**src/rtl/freq_meter_pkg.sv**
```systemverilog
// Shared types and defaults for the frequency meter array.
// Gate FSM states, channel-index width helper and default parameter constants.
package freq_meter_pkg;

   typedef enum logic {
      IDLE = 1'b0,
      GATE = 1'b1
   } state_t;

   localparam int          DEF_N_CH        = 4;
   localparam int          DEF_CNT_W       = 32;
   localparam logic [31:0] DEF_GATE_CYCLES = 32'd50000000;
   localparam int          DEF_SYNC_STAGES = 2;

   function automatic int ch_w(input int n);
      return (n > 1) ? $clog2(n) : 1;
   endfunction

endpackage

```
**src/rtl/freq_ch_counter.sv**
```systemverilog
// One channel: input synchroniser, rising-edge detect, edge counter with overflow flag.
// snap_* is the count including this cycle's edge; FREQ_SAT_EN selects saturate instead of wrap.
module freq_ch_counter
   import freq_meter_pkg::*;
#(
   parameter int CNT_W       = DEF_CNT_W,
   parameter int SYNC_STAGES = DEF_SYNC_STAGES
) (
   input  logic             clk_clk,
   input  logic             reset_reset_n,
   input  logic             clr,
   input  logic             run,
   input  logic             restart,
   input  logic             sig_in,
   output logic [CNT_W-1:0] snap_cnt,
   output logic             snap_ovf
);

   logic [SYNC_STAGES-1:0] sync_q;
   logic [CNT_W-1:0]       cnt_q;
   logic                   ovf_q;
   logic                   edge_det;
   logic                   at_max;

   always_ff @(posedge clk_clk or negedge reset_reset_n) begin
      if (!reset_reset_n) begin
         sync_q <= '0;
      end else begin
         sync_q <= {sync_q[SYNC_STAGES-2:0], sig_in};
      end
   end

   assign edge_det = run & sync_q[SYNC_STAGES-2] & ~sync_q[SYNC_STAGES-1];
   assign at_max   = &cnt_q;

`ifdef FREQ_SAT_EN
   assign snap_cnt = cnt_q + CNT_W'(edge_det & ~at_max);
`else
   assign snap_cnt = cnt_q + CNT_W'(edge_det);
`endif
   // Overflow is flagged on the edge that would exceed full scale, in either build.
   assign snap_ovf = ovf_q | (edge_det & at_max);

   always_ff @(posedge clk_clk or negedge reset_reset_n) begin
      if (!reset_reset_n) begin
         cnt_q <= '0;
         ovf_q <= 1'b0;
      end else if (clr || restart) begin
         cnt_q <= '0;
         ovf_q <= 1'b0;
      end else begin
         cnt_q <= snap_cnt;
         ovf_q <= snap_ovf;
      end
   end

endmodule

```
**src/rtl/freq_meter_array.sv**
```systemverilog
// Multi-channel gated frequency meter; one result word per channel per gate, drained over valid/ack.
// Result appears 1 cycle after gate end; a stalled drain holds the word and drops later frames (overrun).
module freq_meter_array
   import freq_meter_pkg::*;
#(
   parameter int          N_CH        = DEF_N_CH,
   parameter int          CNT_W       = DEF_CNT_W,
   parameter logic [31:0] GATE_CYCLES = DEF_GATE_CYCLES,
   parameter int          SYNC_STAGES = DEF_SYNC_STAGES,
   localparam int         CH_W        = ch_w(N_CH)
) (
   input  logic             clk_clk,
   input  logic             reset_reset_n,
   input  logic             enable,
   input  logic [N_CH-1:0]  sig_in,
   output logic [CNT_W-1:0] freq_data,
   output logic [CH_W-1:0]  freq_ch,
   output logic             freq_en,
   input  logic             freq_ack,
   output logic [N_CH-1:0]  ovf,
   output logic             overrun,
   output logic             busy
);

   localparam int              TMR_W    = $clog2(GATE_CYCLES);
   localparam logic [TMR_W-1:0] TMR_LAST = TMR_W'(GATE_CYCLES - 32'd1);
   localparam logic [CH_W-1:0]  CH_LAST  = CH_W'(N_CH - 1);

   state_t           state_q, state_d;
   logic [TMR_W-1:0] tmr_q;
   logic             gate_run;
   logic             tc;

   logic [CNT_W-1:0] snap_cnt [N_CH];
   logic [N_CH-1:0]  snap_ovf;

   logic [CNT_W-1:0] shadow_q [N_CH];
   logic [N_CH-1:0]  shadow_ovf_q;
   logic             frame_vld_q;
   logic [CH_W-1:0]  rd_ch_q;
   logic             overrun_q;

   always_ff @(posedge clk_clk or negedge reset_reset_n) begin
      if (!reset_reset_n) begin
         state_q <= IDLE;
      end else begin
         state_q <= state_d;
      end
   end

   always_comb begin
      state_d = state_q;
      if (!enable) begin
         state_d = IDLE;
      end else if (state_q == IDLE) begin
         state_d = GATE;
      end
   end

   assign gate_run = (state_q == GATE) && enable;
   assign tc       = gate_run && (tmr_q == TMR_LAST);

   always_ff @(posedge clk_clk or negedge reset_reset_n) begin
      if (!reset_reset_n) begin
         tmr_q <= '0;
      end else if (!gate_run || tc) begin
         tmr_q <= '0;
      end else begin
         tmr_q <= tmr_q + TMR_W'(1);
      end
   end

   for (genvar i = 0; i < N_CH; i++) begin : g_ch
      freq_ch_counter #(
         .CNT_W       (CNT_W),
         .SYNC_STAGES (SYNC_STAGES)
      ) u_cnt (
         .clk_clk       (clk_clk),
         .reset_reset_n (reset_reset_n),
         .clr           (~enable),
         .run           (gate_run),
         .restart       (tc),
         .sig_in        (sig_in[i]),
         .snap_cnt      (snap_cnt[i]),
         .snap_ovf      (snap_ovf[i])
      );
   end

   // Drain and capture share one block; a capture is only taken when no frame is pending,
   // so the two never update the read pointer in the same cycle.
   always_ff @(posedge clk_clk or negedge reset_reset_n) begin
      if (!reset_reset_n) begin
         for (int i = 0; i < N_CH; i++) shadow_q[i] <= '0;
         shadow_ovf_q <= '0;
         frame_vld_q  <= 1'b0;
         rd_ch_q      <= '0;
         overrun_q    <= 1'b0;
      end else if (!enable) begin
         for (int i = 0; i < N_CH; i++) shadow_q[i] <= '0;
         shadow_ovf_q <= '0;
         frame_vld_q  <= 1'b0;
         rd_ch_q      <= '0;
         overrun_q    <= 1'b0;
      end else begin
         if (frame_vld_q && freq_ack) begin
            if (rd_ch_q == CH_LAST) begin
               frame_vld_q <= 1'b0;
               rd_ch_q     <= '0;
            end else begin
               rd_ch_q <= rd_ch_q + CH_W'(1);
            end
         end
         if (tc) begin
            if (frame_vld_q) begin
               overrun_q <= 1'b1;
            end else begin
               for (int i = 0; i < N_CH; i++) shadow_q[i] <= snap_cnt[i];
               shadow_ovf_q <= snap_ovf;
               frame_vld_q  <= 1'b1;
               rd_ch_q      <= '0;
            end
         end
      end
   end

   assign freq_data = shadow_q[rd_ch_q];
   assign freq_ch   = rd_ch_q;
   assign freq_en   = frame_vld_q;
   assign ovf       = shadow_ovf_q;
   assign overrun   = overrun_q;
   assign busy      = (state_q == GATE);

endmodule
```
**config.mk**
```make
export PLATFORM = sky130hd
export DESIGN_NAME = freq_meter_array
export DESIGN_NICKNAME = d
export VERILOG_FILES = /design/src/rtl/freq_meter_pkg.sv /design/src/rtl/freq_ch_counter.sv /design/src/rtl/freq_meter_array.sv
export SDC_FILE = /design/constraint.sdc
export NUM_CORES = 1
export LEC_CHECK = 0
export ABC_AREA = 1
export BUFFER_PORTS_ARGS = -buffer_cell sky130_fd_sc_hd__buf_4
export CORE_UTILIZATION = 42
export DETAILED_ROUTE_END_ITERATION = 8
export PLACE_DENSITY_LB_ADDON = 0.05
export SLEW_MARGIN = 40
export SYNTH_ARGS = -nofsm -noshare
export SYNTH_HDL_FRONTEND = slang
export SYNTH_SLANG_ARGS = --single-unit
```
**constraint.sdc**
```tcl
create_clock -name clk_clk -period 2.1 [get_ports clk_clk]
set_input_delay 0.21 -clock clk_clk [delete_from_list [all_inputs] [get_ports clk_clk]]
set_output_delay 0.21 -clock clk_clk [all_outputs]
set_load 0.02 [all_outputs]
```
==> impl_results.md <==
- CTS H-Tree Depth: 2
- Max Cap Viol: 0
- Overall Global Routing Usage: 28.6%
- DR WL/cell: roughly 20 um
- First-pass GRT wire length: 85,900 um
- Synth Warn #: 0
- Post-synthesis sequential area ratio: between 40% and 50%
- Worst-path maximum fanout: 17
- Area Growth Syn to Fin: 28.5%
- Setup violators final: 31
- ANT nets after route: 0
- Fin nets: 2,402
- Final WS setup: -0.119 ns
- Vias in the first global route: between 15,000 and 20,000
- Setup TNS Final: -1.44 ns
- Final Hold Viols: 0
- Violated checks: setup timing
- Hold slack: a little under 0.2 ns
- Slew headroom: between 40% and 50%
- Run status: finished, violations left
- Cell variety after synth: 31
- Overflow after GRT: 0
- RSZ-0062 raised after global routing: true
- Worst-path clk slew: ~0.060 ns
- Ranking of synthesized cells by area: dfrtp_1 47%, nand2_1 14%, nor2_1 10%
- Final instance area: 20,700 um2
- Post-Syn Area: ~16,000 um2
- DP Cell Count: 2,817
- Dpl hpwl: roughly 37,000 um
- Buffer levels on the longest clock path: 3
- WP data required: ~1.9 ns
- CTS tree: yes
- Worst-Margin Slew: about 0.77 ns
- DIE WIDTH: just under 200 um
- Pre-Repair DR Iteration Count: 5
- Fin crit period: around 2.2 ns
- Diode count: 0
- Clock latency on the worst-skew pair: ~0.56 ns
- Vias: 15,600
- Slew Viols, Final: 0
- Die height: just under 200 um
- Num rows: 71
- Critical path launch point type: register
- Clock share of power: slightly above 50%
- CP arrival: 2.01 ns
- FF+latch count, synth: 303
- Number of DRC markers in iteration 0: roughly 1,200
- Post-Route WL: 58,400 um
- Post-DR vias/cell: roughly 5.3
- Post-Route Utilization: between 50% and 60%
- Sw frac: approximately 23%
- Cells after synthesis: ~2,200
- Tcrit/Tclk final: 106%
- DRC viols: 0
- F_max: 0.451 GHz
- Final weighted congestion in routability-driven placement: 0.958
- Clock skew: roughly 0.020 ns
- Path category of the worst min-delay check: in -> async
- Combinational power share: under 10%
- Syn_area_per_cell: around 7.2 um2
- Dpl cell area: 17,700 um2
- Die area: a little under 40,000 um2
- Worst VDD drop: around 0.99 mV
- Int Pwr: a little under 0.01 W
- Switch Pwr: slightly below 0.003 W
- Pwr Density: 624 nW/um2
- Initial antenna violation count: 0
- Crit. End Element: output pin
- Non-filler instance count after layout: about 2,900
- Input/output buffers: 48
- Reg power frac: between 40 and 50%
- Clock sinks: 303
- Initial core utilization: between 40% and 50%
- CTS buffer count: 37
- Setup Crit Path Kind: reg -> out
- Syn nets: between 2,000 and 2,500
- Static Leak: 9.69 nW
- Fill cells: between 3,000 and 4,000
- Largest net degree at the start of global routing: around 150
- Root buf cell: clkbuf_16
- Area leader, netlist: dfrtp_1
- Number of I/O pins: 49
- Area share of the largest cell type after synthesis: approximately 47%
- Layout cells sized above 1: 20.0%
- Core area: 37,800 um2
==> cells in the final DEF, fill, tap and decap left out, types with 17 or more instances in the layout <==
| cell type | count |
|---|---|
| o22ai_2 | 17 |
| dfrtp_1 | 302 |
| nand2_2 | 19 |
| o21ai_0 | 53 |
| nand4_1 | 18 |
| nor2_4 | 40 |
| buf_6 | 25 |
| nand2_1 | 569 |
| nor2_2 | 48 |
| a21oi_1 | 67 |
| nor3_1 | 74 |
| nand3_2 | 24 |
| inv_1 | 126 |
| nand3_1 | 244 |
| buf_4 | 140 |
| clkbuf_16 | 49 |
| nor2_1 | 368 |
| o21ai_1 | 35 |
==> what timing repair did <==
action / 4_1_cts / 5_1_grt
endpoints found under the hold margin: 50 / 0
resized for setup: 101 / 245
pin swaps: 15 / 91
hold buffers: 7 / 0
gates cloned: 3 / 11
buffers inserted: 2 / 20
endpoints found under the setup margin: 97 / 220
==> power by group through the flow <==
stage,Combinational (W),Sequential (W),Clock (W)
2_1_floorplan,0.000169,0.00597,0
3_3_place_gp,0.000431,0.00597,0
3_5_place_dp,0.000434,0.00597,0
4_1_cts,0.000447,0.00586,0.00667
5_1_grt,0.000547,0.00586,0.00688
6_report,0.000495,0.00586,0.00655
==> metal layers <==
layer,share of wire [%],global-route usage [%],routed length (um),up-vias
li1,-,-,-,7547
met1,44,37.7,25600,7591
met2,48,48.8,28200,377
met3,4.5,3.03,2630,104
met4,3.5,9.96,2020,0
met5,0,0,0,-
==> metrics by stage <==
step | total power (W) | setup WS [ns]
after floorplan | 0.00614 | 0.101
final | 0.0129 | -0.119
after global placement | 0.00640 | -0.224
after detailed placement | 0.00640 | -0.237
after CTS | 0.0130 | -0.0351
after global routing | 0.0133 | -0.208
==> final cells by class <==
type / instances / area [um2] / share of cell area (%)
clock inverters: 8 / 93.8 / 0.453
repair buffers: 204 / 2110 / 10.2
multi-input cells: 1697 / 8590 / 41.5
inverters: 141 / 557 / 2.69
well taps: 511 / 639 / 3.09
clock buffers: 56 / 1130 / 5.46
flip-flops and latches: 303 / 7590 / 36.6
==> sequential cells by signal (all words and copies together) (netlist names) <==
signal             flops
g_ch.u_cnt.ovf_q       4
overrun                1
busy                   1
g_ch.u_cnt.sync_q      8
shadow_q             128
freq_en                1
freq_ch                2
g_ch.u_cnt.cnt_q     128
ovf                    4
tmr_q                 26
==> synthesized netlist by cell type, drive strengths merged <==
cell type / instances
nand4: 18
a31oi: 1
a21oi: 79
o21ai: 102
xor2: 17
nand3b: 5
or2: 4
xnor2: 7
dfrtp: 303
nor3b: 1
clkbuf: 35
o21bai: 12
nor2: 456
buf: 58
ha: 10
o22ai: 32
nand2: 604
nor3: 80
nand3: 269
inv: 137
clkinv: 4
==> kinds of logic after synthesis <==
group / share of synthesized area, %
AOI/OAI and AO/OA: 7.46
xor gates and xnor gates: 1.30
adders and majority gates: 0.776
buffers and inverters: 6.11
DFF: 47.0
and+or+nand+nor: 37.3
==> path summary, 6_finish.rpt <==
check	startpoint	endpoint	slack, ns	cells past startpoint
worst min-delay path	reset_reset_n	g_ch[3].u_cnt.cnt_q[6]$_DFF_PN0_	0.20	2
worst max-delay path	freq_ch[0]$_DFF_PN0_	freq_data[24]	-0.12	4
worst min register to register	g_ch[0].u_cnt.sync_q[0]$_DFF_PN0_	g_ch[0].u_cnt.sync_q[1]$_DFF_PN0_	0.37	0
worst max register to register	busy$_DFF_PN0_	shadow_q[99]$_DFFE_PN0P_	-0.01	14
min in group clk_clk	sig_in[1]	g_ch[1].u_cnt.sync_q[0]$_DFF_PN0_	0.31	2
max in group asynchronous	reset_reset_n	g_ch[3].u_cnt.cnt_q[12]$_DFF_PN0_	1.16	3
==> critical path: stages (launching register included) <==
cell	delay, ns
dfrtp_4	0.58
clkbuf_16	0.24
nor2_1	0.29
o22ai_1	0.16
buf_4	0.18
No activity file was read; power rests on OpenSTA's default activity.
